`config.mk`:
```
export PLATFORM = sky130hd
export DESIGN_NAME = nes_pad_serializer
export DESIGN_NICKNAME = d
export VERILOG_FILES = /design/src/rtl/nes_pad_serializer.sv
export SDC_FILE = /design/constraint.sdc
export NUM_CORES = 1
export LEC_CHECK = 0
export BUFFER_PORTS_ARGS = -buffer_cell sky130_fd_sc_hd__buf_4
export CORE_MARGIN = 3
export CORE_UTILIZATION = 45
export CTS_CLUSTER_SIZE = 14
export DETAILED_ROUTE_END_ITERATION = 8
export PLACE_DENSITY = 0.65
export SLEW_MARGIN = 20
export SYNTH_ARGS = -nofsm -noshare
export SYNTH_HDL_FRONTEND = slang
export SYNTH_SLANG_ARGS = --single-unit
```
`constraint.sdc`:
```
create_clock -name clk -period 2.5 [get_ports clk]
set_clock_uncertainty 0.2 [all_clocks]
set_input_delay 0 -clock clk [delete_from_list [all_inputs] [get_ports clk]]
set_output_delay 0 -clock clk [all_outputs]
set_load 0.01 [all_outputs]
```
`src/rtl/nes_pad_serializer.sv`:
```
// -----------------------------------------------------------------------------
// nes_pad_serializer
//
// Emulates the 4021 shift register inside an NES controller. The console's
// asynchronous latch and shift-clock lines are synchronized into the USB host
// clock domain and glitch-filtered. The 8-bit button vector is then presented
// on the active-low serial data line in the order
// A, B, Select, Start, Up, Down, Left, Right.
//
// Parameters
//   FILT_LEN  : consecutive identical synced samples needed to change a
//               filtered level (1..15)
//   SOCD_MASK : 1 = opposing directions pressed together read as released
//   TURBO_DIV : frames per turbo phase toggle (1..255), turbo builds only
//
// Optional feature
//   NES_PAD_TURBO_EN : when defined, turbo_a / turbo_b replace A / B with a
//                      phase that toggles every TURBO_DIV frames.
//
// Ports
//   clk          in   block clock (USB host clock)
//   nreset       in   asynchronous active-low reset
//   pad_in[7:0]  in   buttons, active-high: R,L,D,U,Start,Select,B,A
//   nes_latch    in   console latch/strobe (asynchronous)
//   nes_clk      in   console shift clock (asynchronous)
//   turbo_a      in   auto-fire request for A (unused without the macro)
//   turbo_b      in   auto-fire request for B (unused without the macro)
//   nes_data     out  serial data to console, low = pressed (registered)
//   frame_strobe out  one-cycle pulse per filtered latch falling edge
//   bit_cnt[3:0] out  bits shifted since the last latch, saturates at 8
// -----------------------------------------------------------------------------
module nes_pad_serializer #(
  parameter int unsigned FILT_LEN  = 2,
  parameter bit          SOCD_MASK = 1'b1,
  parameter int unsigned TURBO_DIV = 2
) (
  input  logic       clk,
  input  logic       nreset,
  input  logic [7:0] pad_in,
  input  logic       nes_latch,
  input  logic       nes_clk,
  input  logic       turbo_a,
  input  logic       turbo_b,
  output logic       nes_data,
  output logic       frame_strobe,
  output logic [3:0] bit_cnt
);

  typedef enum logic [1:0] {
    IDLE  = 2'd0,
    LOAD  = 2'd1,
    SHIFT = 2'd2
  } state_t;

  localparam logic [3:0] FILT_LAST = 4'(FILT_LEN - 1);

  // Index 0 = latch line, index 1 = clock line.
  logic [1:0]      sync_meta;
  logic [1:0]      sync_q;
  logic [1:0]      filt;
  logic [1:0]      filt_q;
  logic [1:0][3:0] filt_cnt;

  logic            latch_rise;
  logic            latch_fall;
  logic            clk_rise;

  state_t          state;
  state_t          state_next;
  logic            load_en;
  logic            shift_en;
  logic            strobe_next;

  logic [7:0]      shreg;
  logic [7:0]      pad_eff;
  logic            phase;

  // ---------------------------------------------------------------------------
  // Synchronizers and glitch filters for both console lines.
  // ---------------------------------------------------------------------------
  // NOTE: all state registers use non-blocking assignments so every flop
  // samples the pre-edge value of its neighbours, like the real hardware.
  always_ff @(posedge clk or negedge nreset) begin
    if (!nreset) begin
      sync_meta <= '0;
      sync_q    <= '0;
      filt      <= '0;
      filt_q    <= '0;
      filt_cnt  <= '0;
    end else begin
      sync_meta <= {nes_clk, nes_latch};
      sync_q    <= sync_meta;
      filt_q    <= filt;
      for (int i = 0; i < 2; i++) begin
        if (sync_q[i] == filt[i]) begin
          filt_cnt[i] <= '0;
        end else if (filt_cnt[i] == FILT_LAST) begin
          // FILT_LEN-th disagreeing sample in a row: accept the new level.
          filt[i]     <= ~filt[i];
          filt_cnt[i] <= '0;
        end else begin
          filt_cnt[i] <= filt_cnt[i] + 4'd1;
        end
      end
    end
  end

  assign latch_rise =  filt[0] & ~filt_q[0];
  assign latch_fall = ~filt[0] &  filt_q[0];
  assign clk_rise   =  filt[1] & ~filt_q[1];

  // ---------------------------------------------------------------------------
  // Optional turbo phase generator.
  // ---------------------------------------------------------------------------
`ifdef NES_PAD_TURBO_EN
  localparam logic [7:0] TURBO_LAST = 8'(TURBO_DIV - 1);

  logic [7:0] frame_cnt;

  always_ff @(posedge clk or negedge nreset) begin
    if (!nreset) begin
      frame_cnt <= '0;
      phase     <= 1'b0;
    end else if (frame_strobe) begin
      if (frame_cnt == TURBO_LAST) begin
        frame_cnt <= '0;
        phase     <= ~phase;
      end else begin
        frame_cnt <= frame_cnt + 8'd1;
      end
    end
  end
`else
  // Turbo inputs are intentionally ignored in this build.
  logic unused_turbo;
  assign unused_turbo = turbo_a ^ turbo_b;
  assign phase        = 1'b0;
`endif

  // ---------------------------------------------------------------------------
  // Effective button vector: SOCD cleaning plus optional turbo override.
  // ---------------------------------------------------------------------------
  // NOTE: every combinational output gets a default before any condition so
  // no path leaves it unassigned and no latch is inferred.
  always_comb begin
    pad_eff = pad_in;
    if (SOCD_MASK) begin
      if (pad_in[4] && pad_in[5]) pad_eff[5:4] = 2'b00;
      if (pad_in[6] && pad_in[7]) pad_eff[7:6] = 2'b00;
    end
`ifdef NES_PAD_TURBO_EN
    pad_eff[0] = turbo_a ? phase : pad_in[0];
    pad_eff[1] = turbo_b ? phase : pad_in[1];
`endif
  end

  // ---------------------------------------------------------------------------
  // Read-cycle state machine.
  // ---------------------------------------------------------------------------
  always_ff @(posedge clk or negedge nreset) begin
    if (!nreset) state <= IDLE;
    else         state <= state_next;
  end

  always_comb begin
    state_next  = state;
    strobe_next = 1'b0;
    // Latch has priority: a rise reloads even if a clock rise coincides.
    load_en     = latch_rise || ((state == LOAD) && filt[0]);
    shift_en    = (state == SHIFT) && clk_rise && !latch_rise;
    case (state)
      IDLE: begin
        if (latch_rise) state_next = LOAD;
      end
      LOAD: begin
        if (latch_fall) begin
          strobe_next = 1'b1;
          state_next  = SHIFT;
        end
      end
      SHIFT: begin
        if (latch_rise) state_next = LOAD;
      end
      default: state_next = IDLE;
    endcase
  end

  // ---------------------------------------------------------------------------
  // Shift register, bit counter and frame strobe.
  // ---------------------------------------------------------------------------
  always_ff @(posedge clk or negedge nreset) begin
    if (!nreset) begin
      shreg        <= 8'hFF;
      bit_cnt      <= '0;
      frame_strobe <= 1'b0;
    end else begin
      frame_strobe <= strobe_next;
      if (load_en) begin
        shreg   <= ~pad_eff;
        bit_cnt <= '0;
      end else if (shift_en) begin
        // Zero fill: after eight shifts the line reads "pressed" like a 4021
        // with its serial input tied low.
        shreg <= {1'b0, shreg[7:1]};
        if (bit_cnt != 4'd8) bit_cnt <= bit_cnt + 4'd1;
      end
    end
  end

  assign nes_data = shreg[0];

endmodule

```
# Word-level counts from Yosys, hierarchy flattened
# Cells that the tools add are included.
totals:
  ff_bits: 31
  out_inout_bits: 6
  wordCells: 64
classes:
  add_sub_neg: 3
  n_eq_ne: 9
  n_mux: 16
  bitwise: 10
  reduce_logical: 15
op_table:
  columns: ["cell", "n"]
  rows:
  - ["4-bit two-way mux", 7]
  - ["8-bit two-way mux", 2]
  - ["4-bit by 1-bit adder with 4-bit output, second input constant", 3]
  - ["4-bit by 1-bit == test with 1-bit output, second input constant", 2]
  - ["2-bit two-way mux", 4]
  - ["8-bit NOT", 1]
  - ["2-bit AND reduction", 4]
  - ["1-bit NOT", 6]
  - ["1-bit logical AND", 5]
  - ["4-bit inequality test, second input constant", 1]
  - ["2-bit one-hot mux with 2 select lines", 1]
  - ["2-bit nonzero test", 2]
  - ["1-bit bitwise AND", 3]
  - ["1-bit == test", 2]
  - ["2-bit by 1-bit == test with 1-bit output, second input constant", 1]
  - ["2-bit == test, second input constant", 1]
  - ["2-bit zero test", 1]
  - ["1-bit two-way mux", 2]
  - ["2-bit by 1-bit inequality test with 1-bit output, second input constant", 1]
  - ["2-bit inequality test, second input constant", 1]
  - ["2-bit OR reduction", 1]
  - ["1-bit zero test", 1]
  - ["1-bit logical OR", 1]

# Logic depth before layout (Yosys ltp)
depth:
  ltp_word: 6
  ltp_mapped: 6

# Least setup slack after synthesis
# Ideal clock, no wire load.
synth_timing:
  path_type: "register -> register"
  startpoint: "register filt[0]"
  endpoint: "register shreg[0]"
  arrival_ns: 1.269
  required_ns: 2.207
  slack_ns: 0.938
  stages_incl_launch_ff: 6
  path_buffers: 2
  period_less_slack_ns: 1.562
  cell_sequence: "dfrtp_1 -> buf_2 -> a2111oi_4 -> nand2b_1 -> buf_4 -> o221ai_1"
synth_between:
  elab_chain_cells: 4
synth_rtl:
  columns: ["element", "line_no", "rtl"]
  rows:
  - ["start: declaration", "60", "logic [1:0] filt;"]
  - ["start signal: indexed assignment", "99", "filt[i] <= ~filt[i];"]
  - ["1-bit bitwise AND", "108", "assign latch_rise = filt[0] & ~filt_q[0];"]
  - ["1-bit zero test", "170", "shift_en = (state == SHIFT) && clk_rise && !latch_rise;"]
  - ["1-bit logical AND", "170", null]
  - ["2-bit nonzero test (no line)", null, null]
  - ["end signal: assignment", "199", "shreg <= ~pad_eff;"]
  - ["end signal: assignment", "204", "shreg <= {1'b0, shreg[7:1]};"]
  - ["end: declaration", "74", "logic [7:0] shreg;"]
# Several ways; a longest one is shown, not always the timed one.
# A chain may end at the register's enable or synchronous reset.

# Final worst setup path
layout_timing:
  startpoint: "register state[0]"
  endpoint: "register shreg[6]"
layout_between:
  elab_chain_cells: 4
layout_rtl:
  columns: ["element", "line_no", "rtl"]
  rows:
  - ["start: declaration", "68", "state_t state;"]
  - ["start signal: assignment", "162", "else state <= state_next;"]
  - ["2-bit by 1-bit == test with 1-bit output / 2-bit == test (equally long branches)", "169, 170", null]
  - ["1-bit logical AND (on tied branches)", "169, 170", null]
  - ["1-bit logical OR / 1-bit logical AND (equally long branches)", "169, 170", null]
  - ["8-bit two-way mux / 2-bit nonzero test (equally long branches)", null, null]
# Several ways; a longest one is shown, not always the timed one.

==> impl_metrics.csv <==
group,metric,value,unit
clock_network,post_cts_resized,0,
global_routing,antenna_found_initial,0,
sta,setup_viol,0,
flow_run,drv_cap,0,
synthesis,synth_fp_nets,146,
global_routing,grt_max_degree,24,
power,p_leak,0.812,nW
setup_path,slowest_delay,0.73,ns
synthesis,synth-seq-cells,31,
setup_path,worstRegToRegCells,4,
synthesis,syn-cell-area,1380,um2
floorplanning,initial_core_util,48.7,%
clock_network,tritoncts,"yes",
drt,via_per_inst,5.16,
min_path,holdCritPathClass,"primary input to asynchronous set/reset pin",
sta,rsz0062_at_grt,"no",
sta,maxSlewViolCount,0,
drt,drc,0,
sta,slew_headroom,37.6,%
placed_design,pre_cts_ws,0.250,ns
sta,fmax,442,MHz
status,status,"finished, final reports clean",
power,p_per_area,953,nW/um2
layout,area_growth,25.6,%
setup_path,cp-end-kind,"flop",
layout,fin_nets,181,
drt,ant_nets,0,
clock_network,clk_pin_slew_worst_paths,0.09,ns
clock_network,clk_latency,0.32,ns
placed_design,numPortBuffers,17,
sta,finalCritPeriodShare,90.6,%
synthesis,seq_area_frac_synth,57.0,%
sta,period_minus_slack,2.26,ns
floorplanning,rows,19,
setup_path,start_kind,"flop",
floorplanning,die_x,61.3,um
sta,fin_ws,0.235,ns
setup_path,r2r_slack,0.24,ns
setup_path,worstReg2RegStart,"state[0]",
setup_path,r2r-end,"shreg[6]",
synthesis,postSynthCellCount,128,
layout,antenna_cells,0,
setup_path,path_class,"flop to flop",
setup_path,crit_slowest_cell,"o21ai_1",
layout,fin_util,61.2,%
clock_network,cts.sinks,31,
power,peakVddDrop,0.000468,V
layout,multi_input_area,510,um2
global_routing,grt_pass1_vias,1053,
drt,routed_wl,2510,um
synthesis,ys_types,25,
setup_path,cp.required,2.54,ns
sta,hold_viol_final,0,
floorplanning,die-area,3760,um2
clock_network,cts-root-buf,"clkbuf_4",
setup_path,cp_max_fo,13,
global_routing,grt_use_total,16.0,%
placed_design,dp_hpwl,1640,um
sta,fin_tns_setup,0,ns
setup_path,path_cells,"nor2b_1 > o21ai_1 > nand2b_1 > o221ai_1",
layout,register_area,786,um2
clock_network,cts_buffer_depth,2,
layout,fillCellCount,244,
clock_network,cts_buffers,5,
clock_network,htreeDepth,2,
synthesis,yosys_warnings,0,
global_routing,grt.overflow.total,0,
drt,wl_per_cell,12.9,um
global_routing,grt_first_pass_wirelength,4290,um
floorplanning,ios,20,
drt,dr.first_iter.drc_count,33,
drt,vias,1007,
floorplanning,die_h,61.3,um
drt,dr.pass1.iters,4,
placed_design,gp_congestion,0.716,
power,total_power,1.65,mW
layout,drive_above_1_share,22.6,%
sta,worstMarginPinSlew,0.930,ns
synthesis,syn_avg_cell_area,10.8,um2
setup_path,cp.arrival,2.30,ns
floorplanning,core-area,2830,um2
## synth_stat cells
master	instances	share of area, %
buf_2	2	0.73
a21oi_1	1	0.36
a32o_1	1	0.73
mux2_2	2	1.6
o21ai_0	6	2.2
ha_1	4	3.6
buf_4	2	1.1
nor2_1	13	3.5
nand3b_1	1	0.55
nand2_1	15	4.1
nand2b_1	4	1.8
and3_1	1	0.45
nand3_1	4	1.5
a21o_1	1	0.55
a2111oi_4	1	2.0
nor2b_1	5	2.3
o21ai_1	2	0.73
nor4b_1	1	0.64
mux2i_1	3	2.2
xor2_1	4	2.5
xnor2_1	2	1.3
dfrtp_1	23	42
dfstp_2	8	15
inv_1	15	4.1
o221ai_1	7	4.5
## flip-flops by register name, indices dropped and copies added (netlist names), 2 cells and up
signal / count
filt_q: 2
bit_cnt: 4
filt: 2
shreg: 8
sync_meta: 2
filt_cnt: 8
sync_q: 2
state: 2
## how the worst max path moves through the flow
| stage | to | from | depth (start not counted) | slack (ns) |
|---|---|---|---|---|
| 4_1_cts | shreg[6] | state[0] | 4 | 0.26 |
| 3_5_place_dp | shreg[6] | state[0] | 4 | 0.25 |
| 5_1_grt | shreg[6] | state[0] | 4 | 0.08 |
| 6_report | shreg[6] | state[0] | 4 | 0.24 |
| 2_1_floorplan | shreg[0] | filt[0] | 5 | 0.94 |
| 3_3_place_gp | shreg[6] | state[0] | 4 | 0.38 |
## power breakdown
| group | internal, mW | leakage, nW | switching [mW] |
|---|---|---|---|
| Sequential | 0.704 | 0.381 | 0.122 |
| Combinational | 0.222 | 0.393 | 0.271 |
| Clock | 0.165 | 0.0386 | 0.164 |
| Total | 1.09 | 0.812 | 0.557 |
## worst max-delay path, delay by kind of cell (launching register included)
family,cells,cell delay [ns]
AOI/OAI and AO/OA,2,1.02
DFF,1,0.40
and+or+nand+nor,2,0.56
## logic make-up (layout without fill, tap and decap cells)
| kind of cell | Yosys count | in the layout | synth area share [%] |
|---|---|---|---|
| flip-flops | 31 | 31 | 57.0 |
| multiplexers | 5 | 5 | 3.81 |
| adder cells (fa/ha/maj) | 4 | 4 | 3.63 |
| AND/OR/NAND/NOR | 44 | 44 | 14.8 |
| buffers and inverters | 19 | 55 | 5.90 |
| AO/OA/AOI/OAI | 19 | 19 | 11.0 |
| XOR/XNOR | 6 | 6 | 3.81 |
## per-layer routing
metal / global-route usage [%] / vias up / routed length (um)
met4: 6.36 / 0 / 43
met5: 0 / - / 0
met3: 5.66 / 6 / 113
met2: 29.5 / 19 / 1340
met1: 16.4 / 493 / 1010
li1: - / 489 / -
## metrics by stage
stage                     hold slack, ns  area (um2)  cells
after global placement            -0.253        1530    173
after global routing             0.00687        1730    195
final                             0.0192        1730    195
after detailed placement          -0.247        1530    173
after CTS                         0.0225        1740    195
after floorplan                   -0.496        1380    128
## timing repair
action | in CTS | in global routing
setup buffers | 0 | 0
hold buffers | 14 | 0
hold endpoints to repair | 41 | 0
## layout by cell type (no fill, tap or decap)
cell	count
a2111oi_4	1
inv_1	15
xnor2_1	2
nor2_1	13
clkbuf_8	2
dlygate4sd3_1	13
nor4b_1	1
mux2_2	2
o21ai_1	2
xor2_1	4
nand3_1	4
a21o_1	1
buf_4	18
clkbuf_1	1
nand2b_1	4
nand2_1	15
nand3b_1	1
o221ai_1	7
dfstp_2	8
a21oi_1	1
nor2b_1	5
dfrtp_1	23
buf_2	1
clkbuf_4	5
a32o_1	1
mux2i_1	3
and3_1	1
ha_1	4
o21ai_0	6
## layout make-up
type / count / area share, %
Sequential cell: 31 / 45.4
Timing Repair Buffer: 32 / 15.6
Inverter: 15 / 3.25
Clock buffer: 8 / 3.98
Tap cell: 31 / 2.24
Multi-Input combinational cell: 78 / 29.5
Power figures use the tool's default switching activity.
